**src/rtl/input_controller_rpt_pkg.sv**
```systemverilog
// Shared types and board-default timing for the spaceship input front end.
// Latency: n/a (types and constants only).
// Backpressure: n/a.
package input_pkg;

  typedef enum logic [1:0] {
    ROT_IDLE,
    ROT_DELAY,
    ROT_REPEAT
  } rot_state_t;

  typedef enum logic [1:0] {
    DIR_NONE,
    DIR_CW,
    DIR_CCW
  } rot_dir_t;

  // Defaults for the 25 MHz board clock: 10 ms debounce, 0.5 s repeat delay,
  // 125 ms repeat period, 250 ms fire cooldown.
  localparam int DEF_ANGLE_W         = 4;
  localparam int DEF_DEBOUNCE_CYCLES = 250000;
  localparam int DEF_REPEAT_DELAY    = 12500000;
  localparam int DEF_REPEAT_PERIOD   = 3125000;
  localparam int DEF_FIRE_COOLDOWN   = 6250000;
  localparam int DEF_MODE_W          = 2;
  localparam int DEF_NUM_MODES       = 3;

endpackage

```
**src/rtl/input_controller_rpt_debouncer.sv**
```systemverilog
// Button conditioner: 2-FF synchroniser plus stable-level counter with rise pulse.
// Latency: level/rise change DEBOUNCE_CYCLES+2 cycles after a stable raw change.
// Backpressure: none; raw input is sampled every cycle.
module button_debouncer
  import input_pkg::*;
#(
  parameter int DEBOUNCE_CYCLES = DEF_DEBOUNCE_CYCLES
) (
  input  logic clk,
  input  logic rst,
  input  logic raw_in,
  output logic level,
  output logic rise
);

  localparam int CW = $clog2(DEBOUNCE_CYCLES + 1);
  localparam logic [CW-1:0] CNT_LAST = CW'(DEBOUNCE_CYCLES - 1);

  logic          sync1_q, sync2_q;
  logic [1:0]    fill_q;
  logic          armed_q, armed_d;
  logic          level_q, level_d;
  logic          rise_q, rise_d;
  logic [CW-1:0] cnt_q, cnt_d;
  logic          sample;

  // Synchroniser chain; fill_q marks when sync2_q carries a real sample after reset.
  always_ff @(posedge clk) begin
    if (rst) begin
      sync1_q <= 1'b0;
      sync2_q <= 1'b0;
      fill_q  <= 2'b00;
    end else begin
      sync1_q <= raw_in;
      sync2_q <= sync1_q;
      fill_q  <= {fill_q[0], 1'b1};
    end
  end

  // Stable counter; a button held through reset is masked until it is seen released.
  always_comb begin
    armed_d = armed_q | (fill_q[1] & ~sync2_q);
    sample  = sync2_q & armed_q;
    cnt_d   = cnt_q;
    level_d = level_q;
    rise_d  = 1'b0;
    if (sample == level_q) begin
      cnt_d = '0;
    end else if (cnt_q >= CNT_LAST) begin
      level_d = ~level_q;
      rise_d  = ~level_q;
      cnt_d   = '0;
    end else begin
      cnt_d = cnt_q + CW'(1);
    end
  end

  // Debounce state registers.
  always_ff @(posedge clk) begin
    if (rst) begin
      armed_q <= 1'b0;
      level_q <= 1'b0;
      rise_q  <= 1'b0;
      cnt_q   <= '0;
    end else begin
      armed_q <= armed_d;
      level_q <= level_d;
      rise_q  <= rise_d;
      cnt_q   <= cnt_d;
    end
  end

  assign level = level_q;
  assign rise  = rise_q;

endmodule

```
**src/rtl/input_controller_rpt.sv**
```systemverilog
// Spaceship input front end: debounced rotation with hold-to-repeat, rate-limited fire, clamped mode.
// Latency: angle/fire 1 cycle after debounced event; fire_mode 3 cycles from raw switch.
// Backpressure: none. Optional AUTOFIRE_EN: held fire re-pulses every FIRE_COOLDOWN+1 cycles.
module input_controller_rpt
  import input_pkg::*;
#(
  parameter int ANGLE_W         = DEF_ANGLE_W,
  parameter int DEBOUNCE_CYCLES = DEF_DEBOUNCE_CYCLES,
  parameter int REPEAT_DELAY    = DEF_REPEAT_DELAY,
  parameter int REPEAT_PERIOD   = DEF_REPEAT_PERIOD,
  parameter int FIRE_COOLDOWN   = DEF_FIRE_COOLDOWN,
  parameter int MODE_W          = DEF_MODE_W,
  parameter int NUM_MODES       = DEF_NUM_MODES
) (
  input  logic               clk,
  input  logic               rst,
  input  logic               rotate_cw_button,
  input  logic               rotate_ccw_button,
  input  logic               fire_button,
  input  logic [MODE_W-1:0]  fire_mode_switch,
  output logic [ANGLE_W-1:0] angle_state,
  output logic               fire,
  output logic [MODE_W-1:0]  fire_mode
);

  localparam int RPT_MAX = (REPEAT_DELAY > REPEAT_PERIOD) ? REPEAT_DELAY : REPEAT_PERIOD;
  localparam int RW      = $clog2(RPT_MAX + 1);
  localparam int FW      = $clog2(FIRE_COOLDOWN + 1);

  logic cw_lvl, cw_rise, ccw_lvl, ccw_rise, fire_lvl, fire_rise;

  button_debouncer #(.DEBOUNCE_CYCLES(DEBOUNCE_CYCLES)) u_cw (
    .clk(clk), .rst(rst), .raw_in(rotate_cw_button), .level(cw_lvl), .rise(cw_rise)
  );
  button_debouncer #(.DEBOUNCE_CYCLES(DEBOUNCE_CYCLES)) u_ccw (
    .clk(clk), .rst(rst), .raw_in(rotate_ccw_button), .level(ccw_lvl), .rise(ccw_rise)
  );
  button_debouncer #(.DEBOUNCE_CYCLES(DEBOUNCE_CYCLES)) u_fire (
    .clk(clk), .rst(rst), .raw_in(fire_button), .level(fire_lvl), .rise(fire_rise)
  );

  // Rotation runs on levels, so its rise pulses are intentionally left unconsumed.
  logic unused_sig;
`ifdef AUTOFIRE_EN
  assign unused_sig = cw_rise | ccw_rise;
`else
  assign unused_sig = cw_rise | ccw_rise | fire_lvl;
`endif

  // ---------------- rotation ----------------
  rot_state_t        rot_q, rot_d;
  rot_dir_t          dir, dir_q, dir_d, step_dir;
  logic [RW-1:0]     rcnt_q, rcnt_d;
  logic [ANGLE_W-1:0] angle_q, angle_d;

  // Direction is only defined when exactly one rotate button is down.
  always_comb begin
    dir = DIR_NONE;
    if (cw_lvl && !ccw_lvl)      dir = DIR_CW;
    else if (ccw_lvl && !cw_lvl) dir = DIR_CCW;
  end

  // Rotation FSM next-state: step on entry, after the delay, then every period.
  always_comb begin
    rot_d    = rot_q;
    dir_d    = dir_q;
    rcnt_d   = rcnt_q;
    step_dir = DIR_NONE;
    case (rot_q)
      ROT_IDLE: begin
        if (dir != DIR_NONE) begin
          step_dir = dir;
          dir_d    = dir;
          rcnt_d   = RW'(REPEAT_DELAY);
          rot_d    = ROT_DELAY;
        end
      end
      ROT_DELAY, ROT_REPEAT: begin
        if (dir != dir_q) begin
          rcnt_d = '0;
          rot_d  = ROT_IDLE;
        end else if (rcnt_q <= RW'(1)) begin
          step_dir = dir_q;
          rcnt_d   = RW'(REPEAT_PERIOD);
          rot_d    = ROT_REPEAT;
        end else begin
          rcnt_d = rcnt_q - RW'(1);
        end
      end
      default: rot_d = ROT_IDLE;
    endcase
  end

  // Angle step with natural modulo wrap.
  always_comb begin
    angle_d = angle_q;
    case (step_dir)
      DIR_CW:  angle_d = angle_q + ANGLE_W'(1);
      DIR_CCW: angle_d = angle_q - ANGLE_W'(1);
      default: angle_d = angle_q;
    endcase
  end

  // Rotation state registers.
  always_ff @(posedge clk) begin
    if (rst) begin
      rot_q   <= ROT_IDLE;
      dir_q   <= DIR_NONE;
      rcnt_q  <= '0;
      angle_q <= '0;
    end else begin
      rot_q   <= rot_d;
      dir_q   <= dir_d;
      rcnt_q  <= rcnt_d;
      angle_q <= angle_d;
    end
  end

  // ---------------- fire ----------------
  logic          fire_q, fire_d, fire_trig;
  logic [FW-1:0] fcd_q, fcd_d;

  // Cooldown counts down on its own; a trigger is honoured only once it is idle.
  always_comb begin
`ifdef AUTOFIRE_EN
    fire_trig = fire_lvl;
`else
    fire_trig = fire_rise;
`endif
    fire_d = 1'b0;
    fcd_d  = fcd_q;
    if (fcd_q != '0) fcd_d = fcd_q - FW'(1);
    if (fire_trig && (fcd_q == '0)) begin
      fire_d = 1'b1;
      fcd_d  = FW'(FIRE_COOLDOWN);
    end
  end

  // Fire pulse and cooldown registers.
  always_ff @(posedge clk) begin
    if (rst) begin
      fire_q <= 1'b0;
      fcd_q  <= '0;
    end else begin
      fire_q <= fire_d;
      fcd_q  <= fcd_d;
    end
  end

  // ---------------- fire mode ----------------
  logic [MODE_W-1:0] msync1_q, msync2_q, mode_q, mode_d;

  // Out-of-range switch codes collapse onto the highest legal mode.
  always_comb begin
    mode_d = (int'(msync2_q) < NUM_MODES) ? msync2_q : MODE_W'(NUM_MODES - 1);
  end

  // Switch synchroniser and registered clamped mode.
  always_ff @(posedge clk) begin
    if (rst) begin
      msync1_q <= '0;
      msync2_q <= '0;
      mode_q   <= '0;
    end else begin
      msync1_q <= fire_mode_switch;
      msync2_q <= msync1_q;
      mode_q   <= mode_d;
    end
  end

  assign angle_state = angle_q;
  assign fire        = fire_q;
  assign fire_mode   = mode_q;

endmodule

```
**config.mk**
```make
export PLATFORM = sky130hd
export DESIGN_NAME = input_controller_rpt
export DESIGN_NICKNAME = d
export VERILOG_FILES = /design/src/rtl/input_controller_rpt_pkg.sv /design/src/rtl/input_controller_rpt_debouncer.sv /design/src/rtl/input_controller_rpt.sv
export SDC_FILE = /design/constraint.sdc
export NUM_CORES = 1
export LEC_CHECK = 0
export CELL_PAD_IN_SITES_DETAIL_PLACEMENT = 0
export CELL_PAD_IN_SITES_GLOBAL_PLACEMENT = 2
export CORE_MARGIN = 2
export CORE_UTILIZATION = 35
export CTS_CLUSTER_SIZE = 10
export DETAILED_ROUTE_END_ITERATION = 10
export HOLD_SLACK_MARGIN = 0.03
export PLACE_DENSITY_LB_ADDON = 0.3
export SYNTH_ARGS = -nofsm -noshare
export SYNTH_HDL_FRONTEND = slang
export SYNTH_SLANG_ARGS = --single-unit
```
**constraint.sdc**
```tcl
create_clock -name clk -period 4.2 [get_ports clk]
set_input_delay 0.42 -clock clk [delete_from_list [all_inputs] [get_ports clk]]
set_output_delay 0.42 -clock clk [all_outputs]
set_load 0.01 [all_outputs]
```
==> metrics <==
Sequential cell area between 0.002 and 0.003 mm²; Layout area overhead 13.8%; Clock Skew 0.00994 ns; worst slack, placed roughly 0.55 ns; dominant synthesized flop cell dfxtp_1; RSZ-0062 raised after global routing no; Multi-input gate area 0.00331 mm²; nets@finish around 760; num ports 14; RePlAce Congestion 0.759; Reg2Reg Launch Point rcnt_q[13]; post-synthesis instance total 725; clk slew on worst S/H paths 0.06 ns; Post-DRT Antenna Nets 0; final worst-path cycle share 0.875; Die W 137 µm; Slew headroom 0.437; top post-synthesis cells by area dfxtp_1 (42%), nor2_1 (6.6%), xor2_1 (5.1%); core area 0.0173 mm²; maxcap violations 0; worst hold endpoint fire_mode[0]; layout filler cell count 1760; Cell Area, Synth 0.00617 mm²; Seq cells post-synth 131; antenna violations before repair 0; number of synthesized flops with an enable pin 0; # rows 48; GRT overflow 0; Arrival @ worst endpoint 4.02 ns; Starting Density 0.357; Die ar. roughly 0.019 mm²; r2r endpoint angle_state[3]; 1st-pass router iterations 4; DRC 0; H-tree Lvls 4; CP Class flop to flop; highest-count cells in the layout ignoring fill and taps dfxtp_1 (131), nor2_1 (108), nand2_1 (45); synth unique cells 62; CTS buffer count 17; vias in the first global route ~4700; WL final 13500 µm; Critical Path End Type flop; via count between 5000 and 6000; Worst setup SP type flop; Final Power 3.99 mW; setup_tns 0 ns; hpwl dp 9360 µm; count of final hold-check violations 0; CP Data Required Time 4.54 ns; worst slew pin tran ~0.84 ns; Peak VDD IR 0.398 mV; # setup viols final 0; CTS Root Cell clkbuf_16; Synth Net Count approximately 750; CTS sink count 131; top cell type by total area after synthesis dfxtp_1; first-pass GRT wire length 22500 µm; Die Height 137 µm; Antenna Diode Count 0; clk buf depth 2; Max Fclk 0.272 GHz; I/O Buffers 13; Via density 5.26; max-slew violation count 0; DRT iter0 DRCs 246; pwr dens 568 mW/mm²; Non-Filler Instances 970; reg2reg path depth 12; status complete, no violations; asr flop ratio synth 0; layout cells sized above 1 0.0631; synth warn 0; largest net degree at the start of global routing 50; leakage around 2.5 nW; top cell type's share of synthesized area 0.425; DR WL/cell 13.9 µm; crit path time final 3.68 ns; hold path cells 1; crit path launch rcnt_q[13]; Resized Gates After CTS 0; Inst Count DP 940; Hold-fix buffers, CTS 0; Synth Area per Inst 8.51 µm²; R2R Setup Slk 0.52 ns; post-synthesis sequential area ratio 0.425; most common cell after layout, fill and taps aside dfxtp_1; final worst slack 0.523 ns; CTS tree yes; critical hold path startpoint msync2_q[1]; insertion delay to the later sink of the worst-skew pair 0.42 ns; Worst Hold Class flop to flop; Setup Buffers After CTS 0; critical path fanouts, max 8; Total GRT Usage 0.153
[worst max path at each step]
stage	endpoint	slack (ns)	cells past startpoint
2_1_floorplan	angle_state[3]	0.87	13
3_3_place_gp	angle_state[3]	0.64	12
3_5_place_dp	angle_state[3]	0.55	12
4_1_cts	angle_state[3]	0.50	12
5_1_grt	angle_state[3]	0.23	12
6_report	angle_state[3]	0.52	12
[per-layer routing]
metal | part of all wire | up-vias | track usage
met5 | 0 | - | 0
met4 | 0.014 | 0 | 0.0670
met3 | 0.021 | 17 | 0.0367
met2 | 0.47 | 51 | 0.242
met1 | 0.50 | 2437 | 0.197
li1 | - | 2598 | -
[synthesized netlist by cell type (5+ instances only)]
master / n
o31ai_1: 5
nor4_1: 21
and3_1: 15
ha_1: 14
nand4_1: 15
or4_1: 11
inv_1: 33
o21ai_0: 19
or3_1: 20
clkbuf_1: 20
a21o_1: 7
nor2_1: 108
a21oi_1: 36
xor2_1: 36
a31oi_1: 9
nand2_1: 45
xnor2_1: 32
dfxtp_1: 131
a211oi_1: 9
nand3_1: 28
nor3_1: 22
nor2b_1: 12
[kinds of logic (layout without fill, tap and decap cells)]
family | count (synthesis) | count (layout) | share of synthesized area
compound gates | 124 | 124 | 0.137
buf+inv | 62 | 82 | 0.0391
mux | 4 | 4 | 0.00649
simple gates | 321 | 321 | 0.264
xor+xnor | 68 | 68 | 0.0965
fa+ha+maj | 15 | 15 | 0.0316
flops | 131 | 131 | 0.425
[power breakdown]
| part | total (mW) | internal [mW] | switching [mW] | leakage [nW] |
|---|---|---|---|---|
| Combinational | 1.15 | 0.430 | 0.720 | 1.20 |
| Clock | 1.33 | 0.805 | 0.520 | 0.259 |
| Sequential | 1.52 | 1.38 | 0.135 | 1.07 |
[metrics by stage]
step                hold slack, ns  instance area [µm²]  utilization
floorplan                    0.390                 6170            -
global placement             0.393                 6500        0.376
detailed placement           0.406                 6500        0.376
CTS                          0.414                 7020        0.406
global route                 0.421                 7020        0.406
finish                       0.408                 7020        0.406
[flip-flops by register name, indices dropped and copies added (netlist names), 4 cells and up]
signal,count
rcnt_q,24
u_ccw.cnt_q,18
angle_state,4
u_fire.cnt_q,18
fcd_q,23
u_cw.cnt_q,18
[cell type report]
class	count	share of cell area
Multi-Input combinational cell	532	0.471
Clock inverter	5	0.00392
Tap cell	225	0.0401
Clock buffer	25	0.0705
Timing Repair Buffer	18	0.0232
Sequential cell	131	0.373
Inverter	34	0.0182
[critical path, stage by stage, from the launching register on]
cell	delay, ns
dfxtp_1	0.37
or3_1	0.43
or4_1	0.64
nor3_1	0.43
nand4_1	0.14
a21o_1	0.17
ha_1	0.23
ha_1	0.29
a21o_1	0.19
a21oi_1	0.18
xnor2_1	0.09
or3_1	0.30
a21oi_1	0.13
Note: power is estimated with default switching activity, not from simulation.
